[src/rtl/pixel_fetch.sv]
// Pixel-domain FIFO read front end: fill gating, frame alignment, underrun/misalignment
// recovery. Optional underrun statistics counter enabled by PIXEL_FETCH_STATS_EN.
module pixel_fetch #(
  parameter int unsigned HDISP   = 800,
  parameter int unsigned VDISP   = 480,
  parameter logic [23:0] ERR_RGB = 24'hFF00FF
) (
  input  logic        pixel_clk,
  input  logic        pixel_rst,
  input  logic        frame_start,
  input  logic        pix_req,
  input  logic [23:0] fifo_rdata,
  input  logic        fifo_empty,
  input  logic        fifo_almost_full,
  output logic        fifo_rdreq,
  output logic [23:0] rgb,
  output logic        underrun,
  output logic        resync_req
`ifdef PIXEL_FETCH_STATS_EN
  ,
  output logic [15:0] underrun_count
`endif
);

  localparam int unsigned NPIX = HDISP * VDISP;
  localparam int unsigned CW   = (NPIX > 1) ? $clog2(NPIX) : 1;
  localparam logic [CW-1:0] LAST_PIX = CW'(NPIX - 1);

  localparam logic [1:0] FILL       = 2'd0;
  localparam logic [1:0] WAIT_FRAME = 2'd1;
  localparam logic [1:0] STREAM     = 2'd2;
  localparam logic [1:0] RESYNC     = 2'd3;

  logic [1:0]    state, state_nxt;
  logic [CW-1:0] pix_cnt, pix_cnt_nxt;
  logic [23:0]   rgb_nxt;
  logic          streaming;
  logic          err;

  // The frame_start cycle in WAIT_FRAME already behaves as STREAM.
  always_comb begin
    streaming = (state == STREAM) || ((state == WAIT_FRAME) && frame_start);

    if (streaming)
      fifo_rdreq = pix_req & ~fifo_empty;
    else if (state == RESYNC)
      fifo_rdreq = ~fifo_empty;
    else
      fifo_rdreq = 1'b0;

    err = streaming & ((pix_req & fifo_empty) | (frame_start & (pix_cnt != '0)));

    state_nxt = state;
    case (state)
      FILL:       if (fifo_almost_full) state_nxt = WAIT_FRAME;
      WAIT_FRAME: if (frame_start) state_nxt = err ? RESYNC : STREAM;
      STREAM:     if (err) state_nxt = RESYNC;
      RESYNC:     if (fifo_empty && frame_start) state_nxt = FILL;
      default:    state_nxt = FILL;
    endcase

    pix_cnt_nxt = pix_cnt;
    if (err)
      pix_cnt_nxt = '0;
    else if (streaming && fifo_rdreq)
      pix_cnt_nxt = (pix_cnt == LAST_PIX) ? '0 : pix_cnt + CW'(1);
    else if (state != STREAM)
      pix_cnt_nxt = '0;

    if (err)
      rgb_nxt = ERR_RGB;
    else if (streaming && fifo_rdreq)
      rgb_nxt = fifo_rdata;
    else if ((state == RESYNC) && pix_req)
      rgb_nxt = ERR_RGB;
    else
      rgb_nxt = '0;
  end

  always_ff @(posedge pixel_clk or posedge pixel_rst) begin
    if (pixel_rst) begin
      state      <= FILL;
      pix_cnt    <= '0;
      rgb        <= '0;
      underrun   <= 1'b0;
      resync_req <= 1'b0;
    end else begin
      state      <= state_nxt;
      pix_cnt    <= pix_cnt_nxt;
      rgb        <= rgb_nxt;
      underrun   <= err;
      resync_req <= (state_nxt == RESYNC);
    end
  end

`ifdef PIXEL_FETCH_STATS_EN
  // Counts in step with the registered underrun pulse; saturates at all-ones.
  always_ff @(posedge pixel_clk or posedge pixel_rst) begin
    if (pixel_rst)
      underrun_count <= '0;
    else if (err && (underrun_count != '1))
      underrun_count <= underrun_count + 16'd1;
  end
`endif

endmodule

[config.mk]
export PLATFORM = sky130hd
export DESIGN_NAME = pixel_fetch
export DESIGN_NICKNAME = d
export VERILOG_FILES = /design/src/rtl/pixel_fetch.sv
export SDC_FILE = /design/constraint.sdc
export NUM_CORES = 1
export LEC_CHECK = 0
export ABC_AREA = 1
export BUFFER_PORTS_ARGS = -buffer_cell sky130_fd_sc_hd__clkbuf_2
export CAP_MARGIN = 30
export CORE_AREA = 10 10 83 85
export CTS_BUF_LIST = sky130_fd_sc_hd__clkbuf_4
export DETAILED_ROUTE_END_ITERATION = 6
export DIE_AREA = 0 0 93 95
export MAX_ROUTING_LAYER = met4
export PLACE_DENSITY = 0.75
export SLEW_MARGIN = 10
export SYNTH_ARGS = -nofsm -noshare
export SYNTH_HDL_FRONTEND = slang
export SYNTH_SLANG_ARGS = --single-unit
export TNS_END_PERCENT = 10
[constraint.sdc]
create_clock -name pixel_clk -period 1.8 [get_ports pixel_clk]
set_clock_uncertainty 0.05 [all_clocks]
set_input_delay 0.27 -clock pixel_clk [delete_from_list [all_inputs] [get_ports pixel_clk]]
set_output_delay 0.27 -clock pixel_clk [all_outputs]
set_load 0.01 [all_outputs]
==> flow_summary_export.csv <==
group,metric,value,unit
critical_path,r2r_slack,120,ps
critical_path,cp_num_cells,4,
grt,grt_max_degree,31,
yosys,ys_warn_count,0,
place,gp_congestion,0.869,
routing,drcViolationCount,0,
critical_path,arrival,1440,ps
yosys,ys_seq_elements,47,
yosys,post_synth_num_cell_types,29,
critical_path,critical_path.top_delay_family,"flip-flops",
place,hpwl,4580,µm
critical_path,critPathCapture,"fifo_rdreq",
timing,slew_headroom,65.7,%
critical_path,cp_cell_sequence,"or2_4, a21oi_4, nor4_1, buf_2",
yosys,synth_edf_count,0,
timing,period_share,97.8,%
yosys,yosysTopAreaCell,"dfrtp_1",
power_and_ir_drop,p_leak,0.00172,µW
critical_path,reg2regPathDepth,9,
cells_and_area,drive_above_1_share,23.8,%
timing,report.final.slew_viol_count,0,
timing,fin_crit,1760,ps
timing,worst_pin_slew,514,ps
cells_and_area,fill_cells,538,
routing,num_vias,2485,
grt,grt-ovfl-total,0,
cells_and_area,final_net_count,451,
critical_path,crit_type,"flip-flop to primary output",
timing,hold_viol_final,0,
critical_path,startpoint,"state[0]$_DFF_PP0_",
floorplanning,die_width,93,µm
critical_path,r2r_end,"pix_cnt[5]$_DFFE_PP0P_",
grt,grt_pass1_wl,10500,µm
timing,rsz0062_at_grt,"yes",
timing,setup_viol,0,
power_and_ir_drop,power,3210,µW
floorplanning,dieArea,8840,µm²
grt,grt_pass1_vias,2361,
critical_path,critPathSlowestCell,"dfrtp_1",
yosys,synth_flop_cell,"dfrtp_1",
clock_tree,path_clk_slew,150,ps
critical_path,cp-start-kind,"flip-flop",
power_and_ir_drop,ir_drop,0.000822,V
clock_tree,clock_latency,370,ps
routing,drtAntennaViolNets,0,
critical_path,max_stage_delay,420,ps
routing,first_iter_violations,184,
yosys,synth.area.top_cells,"dfrtp_1 (46%), nand2_1 (17%), nand3_1 (12%)",
yosys,async_flop_share,100,%
floorplanning,row_count,27,
floorplanning,io_pins,57,
floorplanning,core_area,5340,µm²
yosys,syn-cell-area,2570,µm²
yosys,synth_fp_nets,381,
yosys,ys_seq_area_share,45.8,%
power_and_ir_drop,p_per_area,1030,nW/µm²
routing,wl_per_cell,13.1,µm
clock_tree,htree_levels,2,
routing,wirelength,6450,µm
clock_tree,clockBufferDepth,2,
timing,fmax,568,MHz
grt,antenna_found_initial,0,
yosys,synth_top_area_share,45.8,%
clock_tree,cts_root_buf,"clkbuf_4",
critical_path,r2r-start,"pix_cnt[4]$_DFFE_PP0P_",
worst_hold_path,min_path_type,"input pin to flip-flop",
run_status,status,"finished, final reports clean",
critical_path,crit_path_end_kind,"primary output",
yosys,synth.avg_cell_area,7.36,µm²
yosys,synth_cells,349,
clock_tree,cts_tree,"done",
floorplanning,start_util,48.1,%
routing,first_pass_iters,4,
critical_path,cp_max_fo,3,
cells_and_area,areaGrowthSynthToFinish,21.5,%
run,cap_violations,0,
grt,grt_usage,15.0,%
routing,vias_per_cell,5.05,
clock_tree,cts_buffers,5,
worst_hold_path,hp-start,"fifo_rdata[11]",
cells_and_area,antenna_cells,0,
clock_tree,cts.sinks,47,
critical_path,crit_buf_inv,1,
critical_path,critPathRequiredTime,1480,ps
place,portBuffers,56,
floorplanning,die_y,95,µm
timing,hold_ws,35.6,ps
per-stage QoR:
stage | worst slack [ps] | area [µm²] | setup TNS, ps | instances | utilization, %
floorplan | 180 | 2570 | 0 | 349 | -
global placement | 154 | 2980 | 0 | 477 | 55.8
detailed placement | 121 | 2980 | 0 | 477 | 55.8
CTS | 11.6 | 3060 | 0 | 488 | 57.3
global route | -48.5 | 3120 | -441 | 492 | 58.5
finish | 39.6 | 3120 | 0 | 492 | 58.5
report_power, final:
| part | internal [µW] | switching [µW] | leakage [µW] | total, µW |
|---|---|---|---|---|
| Clock | 151 | 341 | 0.0000330 | 492 |
| Sequential | 1280 | 79.0 | 0.000626 | 1360 |
| Combinational | 518 | 842 | 0.00106 | 1360 |
| Total | 1950 | 1260 | 0.00172 | 3210 |
state kept, by name (all words and copies together) (netlist names):
signal      count
rgb            24
resync_req      1
state           2
underrun        1
pix_cnt        19
worst min-delay path by stage:
stage	depth (start not counted)	endpoint	slack (ps)
2_1_floorplan	2	state[0]$_DFF_PP0_	340
3_3_place_gp	2	rgb[22]$_DFF_PP0_	230
3_5_place_dp	2	rgb[7]$_DFF_PP0_	220
4_1_cts	3	rgb[14]$_DFF_PP0_	30
5_1_grt	3	rgb[12]$_DFF_PP0_	3
6_report	3	rgb[11]$_DFF_PP0_	40
cell type report:
type	instances	area, µm²	share of cell area, %
Clock inverter	3	17.5	0.561
Inverter	28	108	3.45
Timing Repair Buffer	75	480	15.4
Tap cell	72	90.1	2.89
Sequential cell	47	1180	37.8
Multi-Input combinational cell	262	1210	38.7
Clock buffer	5	37.5	1.20
Yosys cell counts, types with 3 or more instances:
library cell,count
inv_2,5
dfrtp_1,47
nand3_1,64
inv_1,23
nand4_1,3
nand2_1,115
o21ai_0,3
xnor2_1,4
buf_4,3
nor2_1,54
buf_2,5
worst register-to-register path: stages (launching register included):
cell and delay, ps:
dfrtp_1 470, nand2_1 130, nor2_2 170, nand2_1 120, inv_2 110, nand3b_2 220
nand2_1 130, nor2_1 50, nand2_1 80, nand2_1 60
cells in the final DEF (no fill, tap or decap), types with 2 or more instances in the layout:
master,synthesis,final
o21ai_0,3,3
nand4_1,3,3
xnor2_1,4,4
clkbuf_4,0,5
buf_12,0,3
ha_1,2,2
nor2_2,1,2
xor2_1,2,2
nand3_1,64,64
and2_1,2,2
inv_1,23,22
nor2_1,54,53
a21oi_1,2,2
nand2_1,115,114
buf_4,3,14
dfrtp_1,47,44
nand2_4,1,2
inv_2,5,5
dfrtp_2,0,3
clkbuf_2,0,55
logic make-up after synthesis:
logic type | after synthesis | share of synthesized area, %
AND/OR/NAND/NOR | 247 | 41.7
flip-flops | 47 | 45.8
buffers and inverters | 40 | 7.55
AO/OA/AOI/OAI | 7 | 1.90
XOR/XNOR | 6 | 2.05
adder cells (fa/ha/maj) | 2 | 0.974
timing repair:
item,in CTS,in global routing
pin swaps,0,1
endpoints found under the hold margin,19,0
setup buffers,2,3
endpoints found under the setup margin,1,41
hold buffers,1,0
gates resized for setup,0,9
gates cloned,0,1
routing by layer:
layer	track usage, %	vias to the layer above	share of wire [%]
li1	-	1241	-
met1	17.6	1154	41
met2	24.6	82	52
met3	4.28	8	5.9
met4	4.11	0	1.2
met5	-	-	0
Note: power is estimated with default switching activity, not from simulation.
